==> config.mk <==
export PLATFORM = sky130hd
export DESIGN_NAME = register_8bit
export DESIGN_NICKNAME = d
export VERILOG_FILES = /design/src/rtl/register_8bit_pkg.sv /design/src/rtl/register_8bit.sv
export SDC_FILE = /design/constraint.sdc
export NUM_CORES = 1
export LEC_CHECK = 0
export CORE_AREA = 2 2 39 41
export CTS_CLUSTER_SIZE = 12
export DETAILED_ROUTE_END_ITERATION = 7
export DIE_AREA = 0 0 41 43
export SLEW_MARGIN = 25
export SYNTH_ARGS = -nofsm -noshare
export SYNTH_HDL_FRONTEND = slang
export SYNTH_SLANG_ARGS = --single-unit
==> constraint.sdc <==
create_clock -name clk -period 1.5 [get_ports clk]
set_clock_uncertainty 0.1 [all_clocks]
set_input_delay 0.3 -clock clk [delete_from_list [all_inputs] [get_ports clk]]
set_output_delay 0.3 -clock clk [all_outputs]
set_load 0.1 [all_outputs]
==> src/rtl/register_8bit_pkg.sv <==
// Shared constants for the register_8bit storage element and its users.
// No logic; constants only.
// No flow control.
package register_8bit_pkg;

  // Default datapath width for plain storage registers in this slice.
  localparam int unsigned REG_DATA_W = 8;

endpackage

==> src/rtl/register_8bit.sv <==
// Parallel-load data register with synchronous active-high reset and load enable.
// Latency: one clk edge from data_in/load (or sync_rst) to data_out.
// No backpressure: load is a plain qualifier with no acknowledge.
module register_8bit
  import register_8bit_pkg::*;
#(
  parameter int unsigned      WIDTH   = REG_DATA_W,
  parameter logic [WIDTH-1:0] RST_VAL = '0
) (
  input  logic             clk,
  input  logic             sync_rst,
  input  logic             load,
  input  logic [WIDTH-1:0] data_in,
  output logic [WIDTH-1:0] data_out
);

  logic [WIDTH-1:0] data_q;

  // Storage flop: reset beats load, otherwise hold.
  always_ff @(posedge clk) begin
    if (sync_rst) begin
      data_q <= RST_VAL;
    end else if (load) begin
      data_q <= data_in;
    end
  end

  // Output comes straight from the flops, so there is no input-to-output path.
  assign data_out = data_q;

endmodule

# Word-level counts from Yosys, hierarchy flattened
# Index checks and enable logic that the tools add are counted.
# totals
out_inout_bits,8
input_bits,11
elab_cells,1
reg_bits,8

# Logic depth before layout (Yosys ltp)
# Gate-level depths: netlist of the first run.
# depth
depth_word,0
mapped_depth,3
mapped_depth_nobuf,2

# Worst setup path after synthesis of the first run
# No wires, ideal clock.
# synth_timing
kind,register to register
from,"register, netlist name data_out[0]"
to,"register data_q[0], in the netlist data_out[0]"
stages_incl_launch_ff,3
period_less_slack_ps,1340
slack_ps,160
arrival_ps,1173
path_cell_list,dfxtp_1 -> mux2i_1 -> nor2_1
# synth_lines
item,line_no,source
end signal: assignment,register_8bit.sv:24,data_q <= data_in;
end: declaration,register_8bit.sv:17,logic [WIDTH-1:0] data_q;

# Worst setup path after layout of the first run
# layout_timing
from,"register data_q[3], in the netlist data_out[3]"
to,output data_out[3]
# layout_lines
item,line_no,source
end: declaration,register_8bit.sv:14,output logic [WIDTH-1:0] data_out
# No word-level cell between the ends.

==> results of run 1 <==
## layout make-up
cell class,instances,area (µm²)
flip-flops and latches,8,160
repair buffers,19,280
clock buffers,3,22.5
multi-input cells,16,110
well taps,16,20.0
fillers,126,791
## cells by family (layout without fill, tap and decap cells)
| kind of cell | after synthesis | count (layout) | synth area share |
|---|---|---|---|
| mux | 8 | 8 | 0.281 |
| flops | 8 | 8 | 0.561 |
| buf+inv | 2 | 22 | 0.0526 |
| simple gates | 8 | 8 | 0.105 |
## report_power, final
part | switching [W] | total [W] | leakage [nW] | internal [W]
registers | 0.0000132 | 0.000239 | 0.0661 | 0.000226
logic | 0.000115 | 0.000201 | 0.179 | 0.0000866
clock network | 0.0000649 | 0.000156 | 0.0138 | 0.0000910
total | 0.000193 | 0.000596 | 0.259 | 0.000403
## synthesized netlist by cell type, drive strengths merged
cell,n
mux2i,8
dfxtp,8
nor2,8
buf,2
## per-layer routing
layer,part of all wire,vias up
li1,-,126
met1,0.41,107
met2,0.48,13
met3,0.11,0
met4,0,0
met5,0,-
## through the flow
step / instance area [µm²] / utilization / hold WS, ns
4_1_cts: 593 / 0.429 / 0.458
2_1_floorplan: 285 / - / 0.347
5_1_grt: 593 / 0.429 / 0.475
3_5_place_dp: 571 / 0.412 / 0.444
6_report: 593 / 0.429 / 0.453
3_3_place_gp: 571 / 0.412 / 0.441
## path summary, 6_finish.rpt
kind               startpoint          end  slack (ns)  depth (start not counted)
setup / recovery  data_out[3]  data_out[3]        0.28                          1
setup reg to reg  data_out[0]  data_out[0]        0.75                          2
hold reg to reg   data_out[1]  data_out[1]        0.45                          2
hold / removal    data_out[1]  data_out[1]        0.45                          2
==> results.yml, run 1 <==
global_route:
  grt.busiest_layer: "met2"
  grt_pass1_wl_um: 952
  grt_util_met2: 0.113
  antenna_found_initial: 0
  grt_pass1_vias: 250
  met3_usage: 0.0838
  use_met1: 0.0912
  gr-total-overflow: 0
  grt_max_degree: 9
  grtUsageTotal: 0.0867
power_and_ir_drop:
  power_leakage_nw: 0.259
  p_per_area_nw_per_um2: 1010
  ir_drop_mv: 0.595
  total_power_w: 0.000596
clocking:
  cts_inserted_buffers: 3
  cts_hold_repair.buffers: 0
  cts_buffer_depth: 2
  cts_root_buffer: "clkbuf_4"
  cts_sinks: 8
  cts_tree: "done"
  cts_resized: 0
  htreeDepth: 1
  cts_setup_buffers: 0
  clock_latency_ns: 0.24
  clk_pin_slew_worst_paths_ns: 0.05
timing:
  worst_slack_ns: 0.277
  worst_slew_pin_slew_ns: 0.272
  slew_headroom: 0.818
  period_needed_ns: 1.22
  setup_viol: 0
  rsz0062_at_grt: "false"
  tns_ns: 0
  hold_viol_final: 0
  finalCritPeriodShare: 0.816
  max_freq_mhz: 817
  drv_slew: 0
detailed_routing:
  drt-pass1-iter-count: 2
  post_drt_wl_per_cell_um: 9.94
  vias: 246
  drt_iter0_markers: 6
  drt.antenna.violating_nets: 0
  drc: 0
  finalWirelength_um: 616
  via_per_inst: 3.97
setup_path:
  criticalPathCategory: "flop to output pin"
  cpLargestDelayFamily: "flip-flops"
  arrival_ns: 0.82
  crit_fanout: 2
  cpMaxStageDelayCell: "dfxtp_1"
  cp-end-kind: "output pin"
  cp.buffers_inverters: 1
  worstSetupStartpointType: "flop"
  worstPathCellList: "buf_12"
  critPathMaxStageDelay_ns: 0.39
  cp_data_required_time_ns: 1.10
logic_synthesis:
  ys_seq_area_frac: 0.561
  mappedNetlistArea_um2: 285
  synth.avg_cell_area_um2: 11.0
  syn-instance-count: 26
  synth_top_area_share: 0.561
  synth_cell_types: 5
  ys_warn_count: 0
  syn-num-nets: 37
  ys_top_cells_by_area: "dfxtp_1 (56%), mux2i_1 (28%), nor2_1 (11%), buf_6 (3.9%), buf_1 (1.3%)"
  yosys.area.top_type: "dfxtp_1"
  yosys_register_bits: 8
layout:
  drive_gt1_frac: 0.261
  largest_reg_flops: 8
  layout_commonest_cell: "clkdlybuf4s50_1"
  antenna_cells: 0
  final_cell_mix: "clkdlybuf4s50_1 (10), buf_12 (9), mux2i_1 (8), nor2_1 (8), dfxtp_1 (8)"
  final_cells: 62
  nNetsFinal: 59
  areaGrowthSynthToFinish_pct: 108
placed_design:
  dpl.cell_count: 59
  port_buffers: 18
  place_ws_ns: 0.0698
  place.gp.congestion: 0.543
die:
  start_util: 0.206
  die-area_um2: 1760
  rows: 14
  die_y_um: 43
  num_io_pins: 19
  die_width_um: 41
  core_um2: 1380
status:
  status: "finished, final reports clean"
hold_path:
  timing.hold.worst.class: "flop to flop"
flow_run:
  drv_cap: 0
(Power assumes the default switching activity.)
==> run 2: changes to the inputs <==
==> constraint.sdc (replaced) <==
create_clock -name clk -period 1.25 [get_ports clk]
set_clock_uncertainty 0.1 [all_clocks]
set_input_delay 0.25 -clock clk [delete_from_list [all_inputs] [get_ports clk]]
set_output_delay 0.25 -clock clk [all_outputs]
set_load 0.1 [all_outputs]
==> run 2 against run 1 <==
Via count increased by 2.8%. Sequential share of layout area grew 1.4 points. First-iteration DRC count decreased by 83%. Worst hold slack got worse by 0.034 ns. Sequential power increased by 21%. Core utilization rose by 0.36 points. Global-route usage fell by 0.33 points. Sequential cell count unchanged. Cell count rose by 1.6%. Non-clock buffer count grew 1. Combinational power rose by 19%. Die area unchanged. Largest cell class unchanged.
==> results.yml, run 2 (synthesized netlist as in run 1, its figures left out) <==
layout:
  final_cell_mix: "clkdlybuf4s50_1 (10), mux2i_1 (8), nor2_1 (8), dfxtp_2 (8), buf_12 (8)"
  antenna_cells: 0
  areaGrowthSynthToFinish_pct: 110
  final_cells: 63
  layout_commonest_cell: "clkdlybuf4s50_1"
  nNetsFinal: 60
  drive_gt1_frac: 0.447
  stdcell_area_um2: 598
  largest_reg_flops: 8
timing:
  drv_slew: 0
  worst_slew_pin_slew_ns: 0.283
  worst_slack_ns: 0.130
  slew_headroom: 0.811
  hold_ws_ns: 0.419
  hold_viol_final: 0
  rsz0062_at_grt: "false"
  max_freq_mhz: 893
  period_needed_ns: 1.12
  setup_viol: 0
  finalCritPeriodShare: 0.896
clocking:
  cts_tree: "done"
  clock_latency_ns: 0.24
  cts_inserted_buffers: 3
  cts_hold_repair.buffers: 0
  cts_buffer_depth: 2
  cts_setup_buffers: 0
  cts_resized: 0
  htreeDepth: 1
  cts_root_buffer: "clkbuf_4"
  clk_pin_slew_worst_paths_ns: 0.05
  cts_sinks: 8
die:
  die_width_um: 41
  num_io_pins: 19
  die_y_um: 43
  core_um2: 1380
  die-area_um2: 1760
  start_util: 0.206
  rows: 14
setup_path:
  timing.rr.end: "data_out[6]"
  reg2regPathDepth: 2
  r2r_slack_ns: 0.52
  cp-end-kind: "output pin"
  cpMaxStageDelayCell: "dfxtp_2"
  cp.buffers_inverters: 1
  criticalPathCategory: "flop to output pin"
  arrival_ns: 0.77
  worstPathCellList: "buf_12"
  cpLargestDelayFamily: "flip-flops"
  critPathMaxStageDelay_ns: 0.35
  cp_data_required_time_ns: 0.90
  crit_fanout: 2
  r2r-start: "data_out[6]"
  worstSetupStartpointType: "flop"
power_and_ir_drop:
  power_leakage_nw: 0.262
  p_per_area_nw_per_um2: 1200
  total_power_w: 0.000717
  ir_drop_mv: 0.419
detailed_routing:
  drt_iter0_markers: 1
  finalWirelength_um: 579
  post_drt_wl_per_cell_um: 9.19
  via_per_inst: 4.02
  drt-pass1-iter-count: 2
  vias: 253
  drt.antenna.violating_nets: 0
  drc: 0
placed_design:
  place.gp.congestion: 0.568
  port_buffers: 18
  place_ws_ns: -0.141
  place_area_um2: 576
  dpl.cell_count: 60
hold_path:
  min_from: "data_out[3]"
  hold_end: "data_out[3]"
  holdPathStages: 2
  timing.hold.worst.class: "flop to flop"
global_route:
  antenna_found_initial: 0
  grt_max_degree: 9
  grt_pass1_vias: 241
  grtUsageTotal: 0.0834
  gr-total-overflow: 0
  grt_pass1_wl_um: 966
flow_run:
  drv_cap: 0
status:
  status: "finished, final reports clean"
==> run 2: changes by cell type in the layout (fill, tap and decap cells not counted) <==
cell | previous run | this run
buf_4 | 0 | 2
dfxtp_1 | 8 | 0
dfxtp_2 | 0 | 8
buf_12 | 9 | 8
==> run 2: through the flow <==
stage / setup TNS [ns] / utilization
final: 0 / 0.432
after global routing: 0 / 0.432
after CTS: 0 / 0.432
after detailed placement: -0.860 / 0.416
after global placement: -0.678 / 0.416
after floorplan: 0 / -
==> run 2: worst max path at each step <==
stage,from,endpoint,depth (start not counted)
2_1_floorplan,data_out[0],data_out[0],2
3_3_place_gp,load,data_out[4],4
3_5_place_dp,load,data_out[6],4
4_1_cts,data_out[2],data_out[2],1
5_1_grt,load,data_out[1],4
6_report,data_out[4],data_out[4],1
==> run 2: metal layers <==
metal  wire, µm  vias up  track usage
met4          6        0       0.0600
met3         75        2       0.0366
li1           -      127            -
met2        239       13        0.103
met5          0        -            0
met1        257      111        0.110
==> run 2: cell type report <==
cell class              count  area, µm²
repair buffers             20        275
well taps                  16       20.0
clock buffers               3       22.5
multi-input cells          16        110
fillers                   132        786
flip-flops and latches      8        170
==> run 2: power breakdown <==
group	internal, W	total [W]	switching, W
registers	0.000274	0.000290	0.0000155
logic	0.000102	0.000240	0.000137
clock network	0.000109	0.000187	0.0000781
==> run 3: changes to the inputs <==
--- a/config.mk
+++ b/config.mk
@@ -9,6 +9,7 @@
 export CTS_CLUSTER_SIZE = 12
 export DETAILED_ROUTE_END_ITERATION = 7
 export DIE_AREA = 0 0 41 43
+export HOLD_SLACK_MARGIN = 0.12
 export SLEW_MARGIN = 25
 export SYNTH_ARGS = -nofsm -noshare
 export SYNTH_HDL_FRONTEND = slang
==> results of run 3 <==
Same layout as run 2: the final DEF is identical, and so are final timing and power.
